## src/rtl/splitter.sv

```systemverilog
// splitter: breaks one wide input word into ITEM_COUNT narrow items and emits
// them item 0 first, one per cycle, with valid/ready handshakes on both sides.
// A new word can be accepted in the same cycle the last item of the held word
// leaves, so back-to-back words stream without a bubble.
// Optional feature: define SPLITTER_SKIP_ZERO_PAD_EN to drop trailing all-zero
// items of a packet's final word (emission ends at its highest nonzero item).
module splitter #(
  parameter int DATA_WIDTH = 8,
  parameter int ITEM_COUNT = 3,
  parameter int INDEX_BITS = $clog2(ITEM_COUNT + 1)
) (
  input  logic                             clock,
  input  logic                             reset,
  input  logic [DATA_WIDTH*ITEM_COUNT-1:0] in_data,
  input  logic                             in_valid,
  output logic                             in_ready,
  input  logic                             in_last,
  output logic [DATA_WIDTH-1:0]            out_data,
  output logic                             out_valid,
  input  logic                             out_ready,
  output logic                             out_last
);

  typedef enum logic {IDLE, EMIT} state_t;

  state_t                                 state;
  logic [ITEM_COUNT-1:0][DATA_WIDTH-1:0]  hold_items;
  logic                                   hold_last;
  logic [INDEX_BITS-1:0]                  index;
  logic [INDEX_BITS-1:0]                  end_idx;
  logic [INDEX_BITS-1:0]                  new_end;
  logic [DATA_WIDTH-1:0]                  item;
  logic                                   accept;
  logic                                   take;
  logic                                   final_item;

  // Index of the item that closes the incoming word; computed at latch time
  // so the emit path only needs an equality compare.
  always_comb begin
    new_end = INDEX_BITS'(ITEM_COUNT - 1);
`ifdef SPLITTER_SKIP_ZERO_PAD_EN
    if (in_last) begin
      new_end = '0;
      for (int k = 0; k < ITEM_COUNT; k++) begin
        if (in_data[k*DATA_WIDTH +: DATA_WIDTH] != '0) new_end = INDEX_BITS'(k);
      end
    end
`endif
  end

  // Select the current item from the held word.
  always_comb begin
    item = '0;
    for (int k = 0; k < ITEM_COUNT; k++) begin
      if (index == INDEX_BITS'(k)) item = hold_items[k];
    end
  end

  assign out_valid  = (state == EMIT);
  assign final_item = (index == end_idx);
  assign take       = out_valid && out_ready;
  assign out_data   = out_valid ? item : '0;
  assign out_last   = out_valid && hold_last && final_item;
  // Ready in IDLE, or while the final item is leaving (same-cycle handoff).
  assign in_ready   = !reset && ((state == IDLE) || (take && final_item));
  assign accept     = in_valid && in_ready;

  // Word/item sequencing: latch on accept, step index per transfer.
  always_ff @(posedge clock or posedge reset) begin
    if (reset) begin
      state      <= IDLE;
      hold_items <= '0;
      hold_last  <= 1'b0;
      index      <= '0;
      end_idx    <= '0;
    end else begin
      case (state)
        IDLE: begin
          if (accept) begin
            hold_items <= in_data;
            hold_last  <= in_last;
            end_idx    <= new_end;
            index      <= '0;
            state      <= EMIT;
          end
        end
        EMIT: begin
          if (take) begin
            if (final_item) begin
              index <= '0;
              if (accept) begin
                hold_items <= in_data;
                hold_last  <= in_last;
                end_idx    <= new_end;
              end else begin
                state <= IDLE;
              end
            end else begin
              index <= index + 1'b1;
            end
          end
        end
        default: state <= IDLE;
      endcase
    end
  end

endmodule
```

## config.mk

```make
export PLATFORM = sky130hd
export DESIGN_NAME = splitter
export DESIGN_NICKNAME = d
export VERILOG_FILES = /design/src/rtl/splitter.sv
export SDC_FILE = /design/constraint.sdc
export NUM_CORES = 1
export LEC_CHECK = 0
export ABC_AREA = 1
export BUFFER_PORTS_ARGS = -buffer_cell sky130_fd_sc_hd__buf_2
export CORE_MARGIN = 1
export CORE_UTILIZATION = 51
export CTS_CLUSTER_SIZE = 24
export DETAILED_ROUTE_END_ITERATION = 6
export PLACE_DENSITY = 0.9
export SYNTH_ARGS = -nofsm -noshare
export SYNTH_HDL_FRONTEND = slang
export SYNTH_SLANG_ARGS = --single-unit
```

## constraint.sdc

```tcl
create_clock -name clock -period 2.1 [get_ports clock]
set_input_delay 0.21 -clock clock [delete_from_list [all_inputs] [get_ports clock]]
set_output_delay 0.21 -clock clock [all_outputs]
set_load 0.02 [all_outputs]
```

==> flow_metrics.py <==
metrics = {
    "outcome": {
        "status": "finished clean",
    },
    "clock_tree": {
        "cts_root_buf": "clkbuf_4",
        "clkTransAtPathRegs_ns": 0.09,
        "cts_sinks": 29,
        "cts_buffer_depth": 2,
        "cts_inserted_buffers": 5,
        "h-tree-depth": 2,
        "cts_tree": "built",
        "clock_latency_ns": 0.34,
    },
    "worst_setup_path": {
        "cp-startpoint": "index[1]$_DFFE_PP0P_",
        "cp.arrival_ns": 1.75,
        "endpoint_kind": "output pin",
        "criticalPathCategory": "register to output pin",
        "rrSetupSlack_ns": 0.57,
        "cp_max_fo": 9,
        "cp_slowest_stage_delay_ns": 0.45,
        "required_ns": 1.89,
        "crit_slowest_cell": "dfrtp_1",
        "reg2reg_from": "out_valid$_DFF_PP0_",
        "crit_chain": "inv_2 -> ha_2 -> nor2_4 -> nand2_1 -> a21oi_1 -> buf_2",
        "start_kind": "register",
    },
    "layout": {
        "post-route-util": 0.6402,
        "filler_cell_count": 251,
        "seqCellArea_um2": 725.7,
        "multiInputGateArea_um2": 691.9,
        "nNetsFinal": 253,
        "area_growth_pct": 18.17,
        "layout-drive-gt1-share": 0.2793,
        "n_antenna_cell": 0,
        "fin_cells": 253,
    },
    "floorplanning": {
        "die_height_um": 56.12,
        "ioPinCount": 40,
        "row_count": 19,
        "design.die.area_mm2": 0.003149,
        "die_w_um": 56.12,
        "initial_core_util": 0.5417,
        "core-area_mm2": 0.002758,
    },
    "placement": {
        "placed_cells": 244,
        "hpwl_mm": 2.302,
        "numPortBuffers": 39,
        "place_congestion": 0.7895,
    },
    "drt": {
        "vias": 1399,
        "drt_iter0_drc": 29,
        "drt_wl_total_mm": 3.340,
        "dr.pass1.iters": 4,
        "drc": 0,
        "post_drt_via_cell_ratio": 5.530,
        "final_antenna_net_count": 0,
        "wl_per_cell_um": 13.20,
    },
    "yosys": {
        "synth_area_leader_cell": "dfrtp_1",
        "synthFlopType": "dfrtp_1",
        "synth_cell_types": 20,
        "synth_edf_count": 0,
        "synth_nets": 215,
        "async_reset_ff_frac": 1.000,
        "synth_seq_cells": 29,
        "ys_warn_count": 0,
        "avgSynthCellArea_um2": 8.164,
        "synth.top_cells.by_area": "dfrtp_1, nand2_1, nand4_1",
        "synth_top_area_share": 0.4858,
        "netlist_top_cells_count": "nand2_1, dfrtp_1, nand4_1",
        "synth_area_mm2": 0.001494,
        "seq_area_frac_synth": 0.4858,
        "synth_most_common_cell": "nand2_1",
        "syn_inst": 183,
    },
    "global_route": {
        "track_usage": 0.2389,
        "grt_max_degree": 28,
        "grt_pass1_vias": 1294,
        "antenna_found_initial": 0,
        "grt_overflow_total": 0,
        "grt_first_pass_wirelength_mm": 5.699,
    },
    "pwr": {
        "ir_drop_v": 0.001061,
        "internal-power_mw": 1.349,
        "p_leak_nw": 0.9343,
        "p_total_mw": 2.494,
        "power_switching_mw": 1.146,
        "combPwrFrac": 0.457,
        "clkPwrFrac": 0.130,
        "p_seq_frac": 0.413,
        "power_density_mw_per_mm2": 1413,
        "swShare": 0.4593,
    },
    "timing": {
        "worst_pin_slew_ns": 0.4824,
        "drv_slew": 0,
        "setup_violations": 0,
        "period_needed_ns": 1.959,
        "fmaxAchievable_mhz": 510.5,
        "rsz0062_at_grt": "false",
        "skew_ns": 0.007615,
        "period_share": 0.9328,
        "finalSetupTns_ns": 0,
        "slew-limit-headroom": 0.6773,
        "hold_viol": 0,
    },
    "hold_path": {
        "hp-start": "in_data[20]",
        "hold_class": "input port to register",
    },
    "job": {
        "cap_violations": 0,
    },
}
## placed cells by master, fill, tap and decap left out, types with 2 or more instances in the layout
cell type / count
nand2_1: 67
buf_2: 39
dfrtp_1: 29
nand4_1: 25
a21oi_1: 17
o21ai_0: 9
clkbuf_4: 5
inv_1: 4
inv_2: 4
nand3_1: 4
nand2_2: 3
buf_4: 3
clkinv_2: 2
## layout make-up
cell class,count,area share
multi-input combinational,134,0.3919
clock buffer,6,0.02339
timing repair buffer,43,0.1290
clock inverter,2,0.005670
inverter,8,0.01701
tap,31,0.02197
sequential,29,0.4111
## stage by stage
step	setup WS (ns)	hold WS, ns	cell area, µm²
2_1_floorplan	0.3450	0.3582	1494
3_3_place_gp	0.3029	0.3353	1682
3_5_place_dp	0.2562	0.3439	1682
4_1_cts	0.01294	0.1079	1750
5_1_grt	0.01840	0.1140	1765
6_report	0.1411	0.1126	1765
## worst max-delay path, delay by kind of cell (launching register included)
kind	cells	cell delay, ns
AO/OA/AOI/OAI	1	0.17
adder cells (fa/ha/maj)	1	0.25
buffers and inverters	2	0.29
flip-flops	1	0.45
AND/OR/NAND/NOR	2	0.26
## registers in the layout, summed over array words and instances, names as in the netlist
name / cells
hold_last: 1
out_valid: 1
hold_items: 24
end_idx: 1
index: 2
## metal layers
| metal | up-vias | global-route usage | share of wire |
|---|---|---|---|
| met5 | - | 0 | 0 |
| met4 | 0 | 0.1150 | 0.023 |
| met3 | 9 | 0.07209 | 0.057 |
| met2 | 45 | 0.3793 | 0.47 |
| met1 | 644 | 0.2975 | 0.45 |
| li1 | 701 | - | - |
## logic make-up after synthesis
kind of cell | after synthesis | share of synthesized area
flops | 29 | 0.4858
compound gates | 27 | 0.09213
fa+ha+maj | 3 | 0.02513
simple gates | 104 | 0.3308
buf+inv | 20 | 0.06615
## path summary, 6_finish.rpt
path | endpoint | cells past startpoint
setup / recovery | out_data[7] | 6
hold / removal | hold_items[20]$_DFFE_PP0P_ | 3
setup reg to reg | hold_items[16]$_DFFE_PP0P_ | 5
hold reg to reg | hold_items[3]$_DFFE_PP0P_ | 2
max in group asynchronous | hold_items[16]$_DFFE_PP0P_ | 4
min in group asynchronous | hold_items[22]$_DFFE_PP0P_ | 4
## timing repair
item,4_1_cts,5_1_grt
buffers inserted,0,0
endpoints found under the setup margin,8,8
endpoints found under the hold margin,29,0
hold buffers,1,0
pin swaps,0,1
gates resized for setup,2,4
## power groups by stage
stage | Clock [mW] | Sequential, mW | Combinational, mW
finish | 0.324 | 1.03 | 1.14
global route | 0.357 | 1.06 | 1.30
CTS | 0.331 | 1.02 | 1.12
detailed placement | 0 | 1.03 | 1.10
global placement | 0 | 1.02 | 1.07
floorplan | 0 | 0.958 | 0.872
No activity file was read; power rests on OpenSTA's default activity.
